**config.mk**
```make
export PLATFORM = sky130hd
export DESIGN_NAME = game_flow_ctrl
export DESIGN_NICKNAME = d
export VERILOG_FILES = /design/src/rtl/game_pkg.sv /design/src/rtl/btn_edge_detect.sv /design/src/rtl/game_flow_ctrl.sv
export SDC_FILE = /design/constraint.sdc
export NUM_CORES = 1
export LEC_CHECK = 0
export BUFFER_PORTS_ARGS = -buffer_cell sky130_fd_sc_hd__buf_4
export CAP_MARGIN = 5
export CORE_MARGIN = 5
export CORE_UTILIZATION = 25
export CTS_BUF_LIST = sky130_fd_sc_hd__clkbuf_4
export CTS_CLUSTER_DIAMETER = 150
export DETAILED_ROUTE_END_ITERATION = 16
export GPL_TIMING_DRIVEN = 0
export PLACE_DENSITY = 0.45
export SYNTH_ARGS = -nofsm -noshare
export SYNTH_HDL_FRONTEND = slang
export SYNTH_HIERARCHICAL = 1
export SYNTH_SLANG_ARGS = --single-unit
```
**constraint.sdc**
```tcl
create_clock -name clk_game -period 3.4 [get_ports clk_game]
set_input_delay 0.34 -clock clk_game [delete_from_list [all_inputs] [get_ports clk_game]]
set_output_delay 0.34 -clock clk_game [all_outputs]
set_load 0.05 [all_outputs]
```
**src/rtl/game_pkg.sv**
```systemverilog
// Shared types and default constants for the game-phase controller.
// Latency: n/a (declarations only).
// Backpressure: n/a.
package game_pkg;

    // Fixed encodings: the renderer decodes these values directly.
    typedef enum logic [2:0] {
        IDLE      = 3'd0,
        COUNTDOWN = 3'd1,
        PLAY      = 3'd2,
        PAUSED    = 3'd3,
        WIN       = 3'd4,
        LOSE      = 3'd5
    } game_state_t;

    localparam int GAME_TICKS_PER_SEC = 60;
    localparam int GAME_COUNTDOWN_SEC = 3;
    localparam int GAME_TIME_LIMIT    = 99;

endpackage

```
**src/rtl/btn_edge_detect.sv**
```systemverilog
// Rising-edge detector for a debounced, already-synchronous button level.
// Latency: rise is combinational from btn against the previous-cycle level.
// Backpressure: none; one-cycle pulse per press.
//
// Ports: clk_game / reset_n (async, active-low), btn (level in), rise (pulse out).
// prev resets to 1 so a button held through reset release yields no edge.
module btn_edge_detect (
    input  logic clk_game,
    input  logic reset_n,
    input  logic btn,
    output logic rise
);

    logic prev;

    always_ff @(posedge clk_game or negedge reset_n) begin
        if (!reset_n) begin
            prev <= 1'b1;
        end else begin
            prev <= btn;
        end
    end

    assign rise = btn & ~prev;

endmodule

```
**src/rtl/game_flow_ctrl.sv**
```systemverilog
// Game-phase FSM (idle/countdown/play/pause/win/lose) driving the gameplay timer.
// Latency: inputs sampled at edge k are visible on the registered outputs after edge k.
// Backpressure: none; level inputs, buttons act on rising edges only.
//
// Ports: clk_game, reset_n (async active-low); start_btn, pause_btn, player_dead,
// level_done, seconds_count[7:0] in; timer_enable, timer_reset, phase[2:0],
// countdown_value[3:0], game_over, win out (all registered).
// Optional feature macro GAME_FLOW_PAUSE_EN: adds the PAUSED state and the pause
// edge detector; without it pause_btn is ignored.
module game_flow_ctrl
    import game_pkg::*;
#(
    parameter int TICKS_PER_SEC = GAME_TICKS_PER_SEC,
    parameter int COUNTDOWN_SEC = GAME_COUNTDOWN_SEC,
    parameter int TIME_LIMIT    = GAME_TIME_LIMIT
) (
    input  logic       clk_game,
    input  logic       reset_n,
    input  logic       start_btn,
    input  logic       pause_btn,
    input  logic       player_dead,
    input  logic       level_done,
    input  logic [7:0] seconds_count,
    output logic       timer_enable,
    output logic       timer_reset,
    output logic [2:0] phase,
    output logic [3:0] countdown_value,
    output logic       game_over,
    output logic       win
);

    localparam logic [5:0] TICK_LAST = 6'(TICKS_PER_SEC - 1);
    localparam logic [3:0] CD_INIT   = 4'(COUNTDOWN_SEC);
    localparam logic [7:0] LIMIT     = 8'(TIME_LIMIT);

    game_state_t state_q, state_d;
    logic [5:0]  tick_q, tick_d;
    logic [3:0]  cd_d;
    logic        start_rise;
    logic        pause_rise;

    btn_edge_detect u_start_edge (
        .clk_game (clk_game),
        .reset_n  (reset_n),
        .btn      (start_btn),
        .rise     (start_rise)
    );

`ifdef GAME_FLOW_PAUSE_EN
    btn_edge_detect u_pause_edge (
        .clk_game (clk_game),
        .reset_n  (reset_n),
        .btn      (pause_btn),
        .rise     (pause_rise)
    );
`else
    // Port kept for a uniform interface; the level is deliberately ignored.
    logic unused_pause;
    assign unused_pause = pause_btn;
    assign pause_rise   = 1'b0;
`endif

    // Next-state / counter logic. countdown_value doubles as the seconds-left register.
    always_comb begin
        state_d = state_q;
        tick_d  = tick_q;
        cd_d    = countdown_value;
        case (state_q)
            IDLE: begin
                if (start_rise) begin
                    state_d = COUNTDOWN;
                    tick_d  = '0;
                    cd_d    = CD_INIT;
                end
            end
            COUNTDOWN: begin
                if (tick_q == TICK_LAST) begin
                    tick_d = '0;
                    if (countdown_value > 4'd1) begin
                        cd_d = countdown_value - 4'd1;
                    end else begin
                        state_d = PLAY;
                        cd_d    = '0;
                    end
                end else begin
                    tick_d = tick_q + 6'd1;
                end
            end
            PLAY: begin
                if (player_dead) begin
                    state_d = LOSE;
                end else if (level_done) begin
                    state_d = WIN;
                end else if (seconds_count >= LIMIT) begin
                    state_d = LOSE;
                end else if (pause_rise) begin
                    state_d = PAUSED;
                end
            end
`ifdef GAME_FLOW_PAUSE_EN
            PAUSED: begin
                if (pause_rise) begin
                    state_d = PLAY;
                end
            end
`endif
            WIN, LOSE: begin
                // Restart skips IDLE; the timer keeps its final count until timer_reset.
                if (start_rise) begin
                    state_d = COUNTDOWN;
                    tick_d  = '0;
                    cd_d    = CD_INIT;
                end
            end
            default: begin
                state_d = IDLE;
                tick_d  = '0;
                cd_d    = '0;
            end
        endcase
    end

    // Outputs are decoded from the next state and registered alongside it, so
    // they align with phase without a cycle of lag and never glitch.
    always_ff @(posedge clk_game or negedge reset_n) begin
        if (!reset_n) begin
            state_q         <= IDLE;
            tick_q          <= '0;
            countdown_value <= '0;
            timer_enable    <= 1'b0;
            timer_reset     <= 1'b0;
            game_over       <= 1'b0;
            win             <= 1'b0;
        end else begin
            state_q         <= state_d;
            tick_q          <= tick_d;
            countdown_value <= cd_d;
            timer_enable    <= (state_d == PLAY);
            timer_reset     <= (state_d == COUNTDOWN) && (state_q != COUNTDOWN);
            game_over       <= (state_d == WIN) || (state_d == LOSE);
            win             <= (state_d == WIN);
        end
    end

    assign phase = state_q;

endmodule
```
==> impl_metrics.toml <==
[drt]
drtIter0Drc = 45
wirelength_um = 2260
drc = 0
wl_per_cell_um = 13.1
first_pass_iters = 4
viasPerCell = 4.87
num_vias = 838
ant_nets = 0

[cts]
cts.repair.resized = 0
numClockSinks = 18
hold_buffers = 1
cts_setup_buffers = 0
clockBufferDepth = 2
insertion_delay_ns = 0.30
cts_tree = "yes"
clk_pin_slew_ns = 0.11
root_buffer = "clkbuf_4"
numCtsBuffers = 3
h-tree-depth = 1

[grt]
grt_max_degree = 19
track_usage_pct = 9.26
grt_pass1_vias = 838
overflow = 0
antenna_found_initial = 0
grt_pass1_wl_um = 3800

[floorplanning]
die_x_um = 72.0
initial_core_util_pct = 26.1
io_pins = 25
core_mm2 = 0.00369
fp.dieArea_mm2 = 0.00519
die_h_um = 72.0
placementRows = 22

[timing]
setup_viol_count_final = 0
max_slew_margin_pct = 78.9
setup_slack_ns = 1.62
grt_setup_unrepaired = "no"
hold_viol = 0
finClkSkew_ns = 0.00161
fin_setup_tns_ns = 0
worst_pin_slew_ns = 0.316
layout_min_cycle_time_ns = 1.78
slew_violations = 0
fmax_mhz = 560
fin_crit_sh_pct = 52.5

[worst_setup_path]
crit_start = "phase[1]$_DFF_PN0_"
critPathSlowestCell = "dfrtp_1"
critPathKind = "reg -> reg"
rr_worst_depth = 6
required_ns = 3.60
endpoint = "countdown_value[0]$_DFFE_PN0P_"
path_cells = "buf_6 -> or3b_1 -> buf_2 -> a21oi_4 -> nor2_2 -> mux2_4"
path_max_fanout = 10
reg2reg_from = "phase[1]$_DFF_PN0_"
end_kind = "register"
r2r_end = "countdown_value[0]$_DFFE_PN0P_"
cp.arrival_ns = 1.98
r2r_setup_slack_ns = 1.62
max_stage_delay_ns = 0.41
critPathLaunchType = "register"

[placed_design]
place_congestion = 0.767
dp_cells = 167
hpwl_um = 1710
io_buffers = 23
pre_cts_ws_ns = 1.61

[outcome]
outcome = "complete, no violations"

[power_and_ir_drop]
p_seq_share_pct = 42.6
leakage_nw = 0.569
combPwrFrac_pct = 42.3
finalPower_uw = 768
powerDensity_mw_per_mm2 = 624
clkPwrFrac_pct = 15.1
switching_share_pct = 41.7
p_switching_uw = 320
p_int_uw = 448
vdd_drop_max_v = 0.000173

[finish]
final_cell_mix = "buf_4 (23), dfrtp_1 (17), o21ai_0 (11), nor2_1 (8)"
antenna_cells = 0
mostFrequentLayoutCell = "buf_4"
areaGrowthSynthToFinish_pct = 28.0
layout.nets = 142
drive_gt1_share_pct = 30.6
fin_cells = 172

[yosys]
syn_inst = 96
async_flop_share_pct = 100
synth_ff_type = "dfrtp_1"
synth_cell_types = 38
ys_warn_count = 6
yosysTopAreaCellShare_pct = 44.2
synth_largest_area_cell = "dfrtp_1"
syn-cell-area_um2 = 962
syn_area_per_cell_um2 = 10.0
synth_edf_count = 0
synth_seq_cells = 18
synth_seq_area_share_pct = 46.9
synth_area_leaders = "dfrtp_1 (44%), o21ai_0 (5.7%), ha_1 (3.9%)"
syn_nets = 113

[worst_hold_path]
hold_path.class = "in -> reg"

[job]
cap_viol_max_count = 0
==> critical path: cells and delay by family, from the launching register on <==
family	cells	cell delay (ns)
compound gates	1	0.22
flops	1	0.41
simple gates	2	0.44
mux	1	0.30
buf+inv	2	0.31
==> power groups by stage <==
stage                     combinational, mW  clock, mW  sequential [mW]
after floorplan                       0.190          0            0.372
after CTS                             0.329      0.122            0.327
after global placement                0.321          0            0.332
after global routing                  0.363      0.131            0.340
after detailed placement              0.328          0            0.330
final                                 0.325      0.116            0.327
==> flip-flops by register name, summed over array words and instances (netlist names) <==
name / cells
u_start_edge/prev: 1
tick_q: 6
phase: 3
win: 1
countdown_value: 4
game_over: 1
timer_reset: 1
timer_enable: 1
==> routing by layer <==
layer	wire, µm	GRT usage (%)	vias to the layer above
met3	144	3.05	2
met4	11	3.13	0
met2	1020	14.5	27
li1	-	-	410
met5	0	0	-
met1	1080	12.0	399
==> synth_stat cells, types with 2 or more instances <==
master,n
a21oi_1,5
a31oi_1,2
buf_2,2
dfrtp_1,17
ha_1,3
inv_1,5
nand2_1,5
nand2b_1,2
nand3_1,3
nand4_1,2
nor2_1,8
nor3_1,2
o21ai_0,11
o41ai_1,4
or3_1,2
==> how the worst min path moves through the flow <==
stage                                     end  slack, ns  depth (start not counted)  startpoint
5_1_grt           u_start_edge/prev$_DFF_PN1_       0.12                          1   start_btn
3_5_place_dp            tick_q[4]$_DFFE_PN0P_       0.24                          1     reset_n
3_3_place_gp            tick_q[2]$_DFFE_PN0P_       0.23                          1     reset_n
2_1_floorplan  countdown_value[0]$_DFFE_PN0P_       0.04                          0     reset_n
6_report          u_start_edge/prev$_DFF_PN1_       0.14                          1   start_btn
4_1_cts           u_start_edge/prev$_DFF_PN1_       0.13                          1   start_btn
==> per-stage QoR <==
step | instance area, µm² | utilization (%) | hold WS [ns]
detailed placement | 1190 | 32.4 | 0.235
floorplan | 962 | - | 0.0444
finish | 1230 | 33.4 | 0.144
global placement | 1190 | 32.4 | 0.233
CTS | 1230 | 33.4 | 0.132
global route | 1230 | 33.4 | 0.121
==> kinds of logic (layout without fill, tap and decap cells) <==
kind of cell	Yosys count	after routing	share of synthesized area, %
flops	18	18	46.9
fa+ha+maj	3	3	3.90
mux	2	2	2.73
simple gates	35	35	20.9
xor+xnor	1	1	0.910
buf+inv	8	36	4.16
compound gates	29	29	20.4
==> cell type report <==
class | count | area [µm²]
fillers | 407 | 2460
multi-input cells | 70 | 470
flip-flops and latches | 18 | 452
repair buffers | 24 | 183
well taps | 48 | 60.1
clock buffers | 3 | 22.5
plain buffers | 3 | 21.3
inverters | 5 | 18.8
clock inverters | 1 | 3.75
Power figures use the tool's default switching activity.
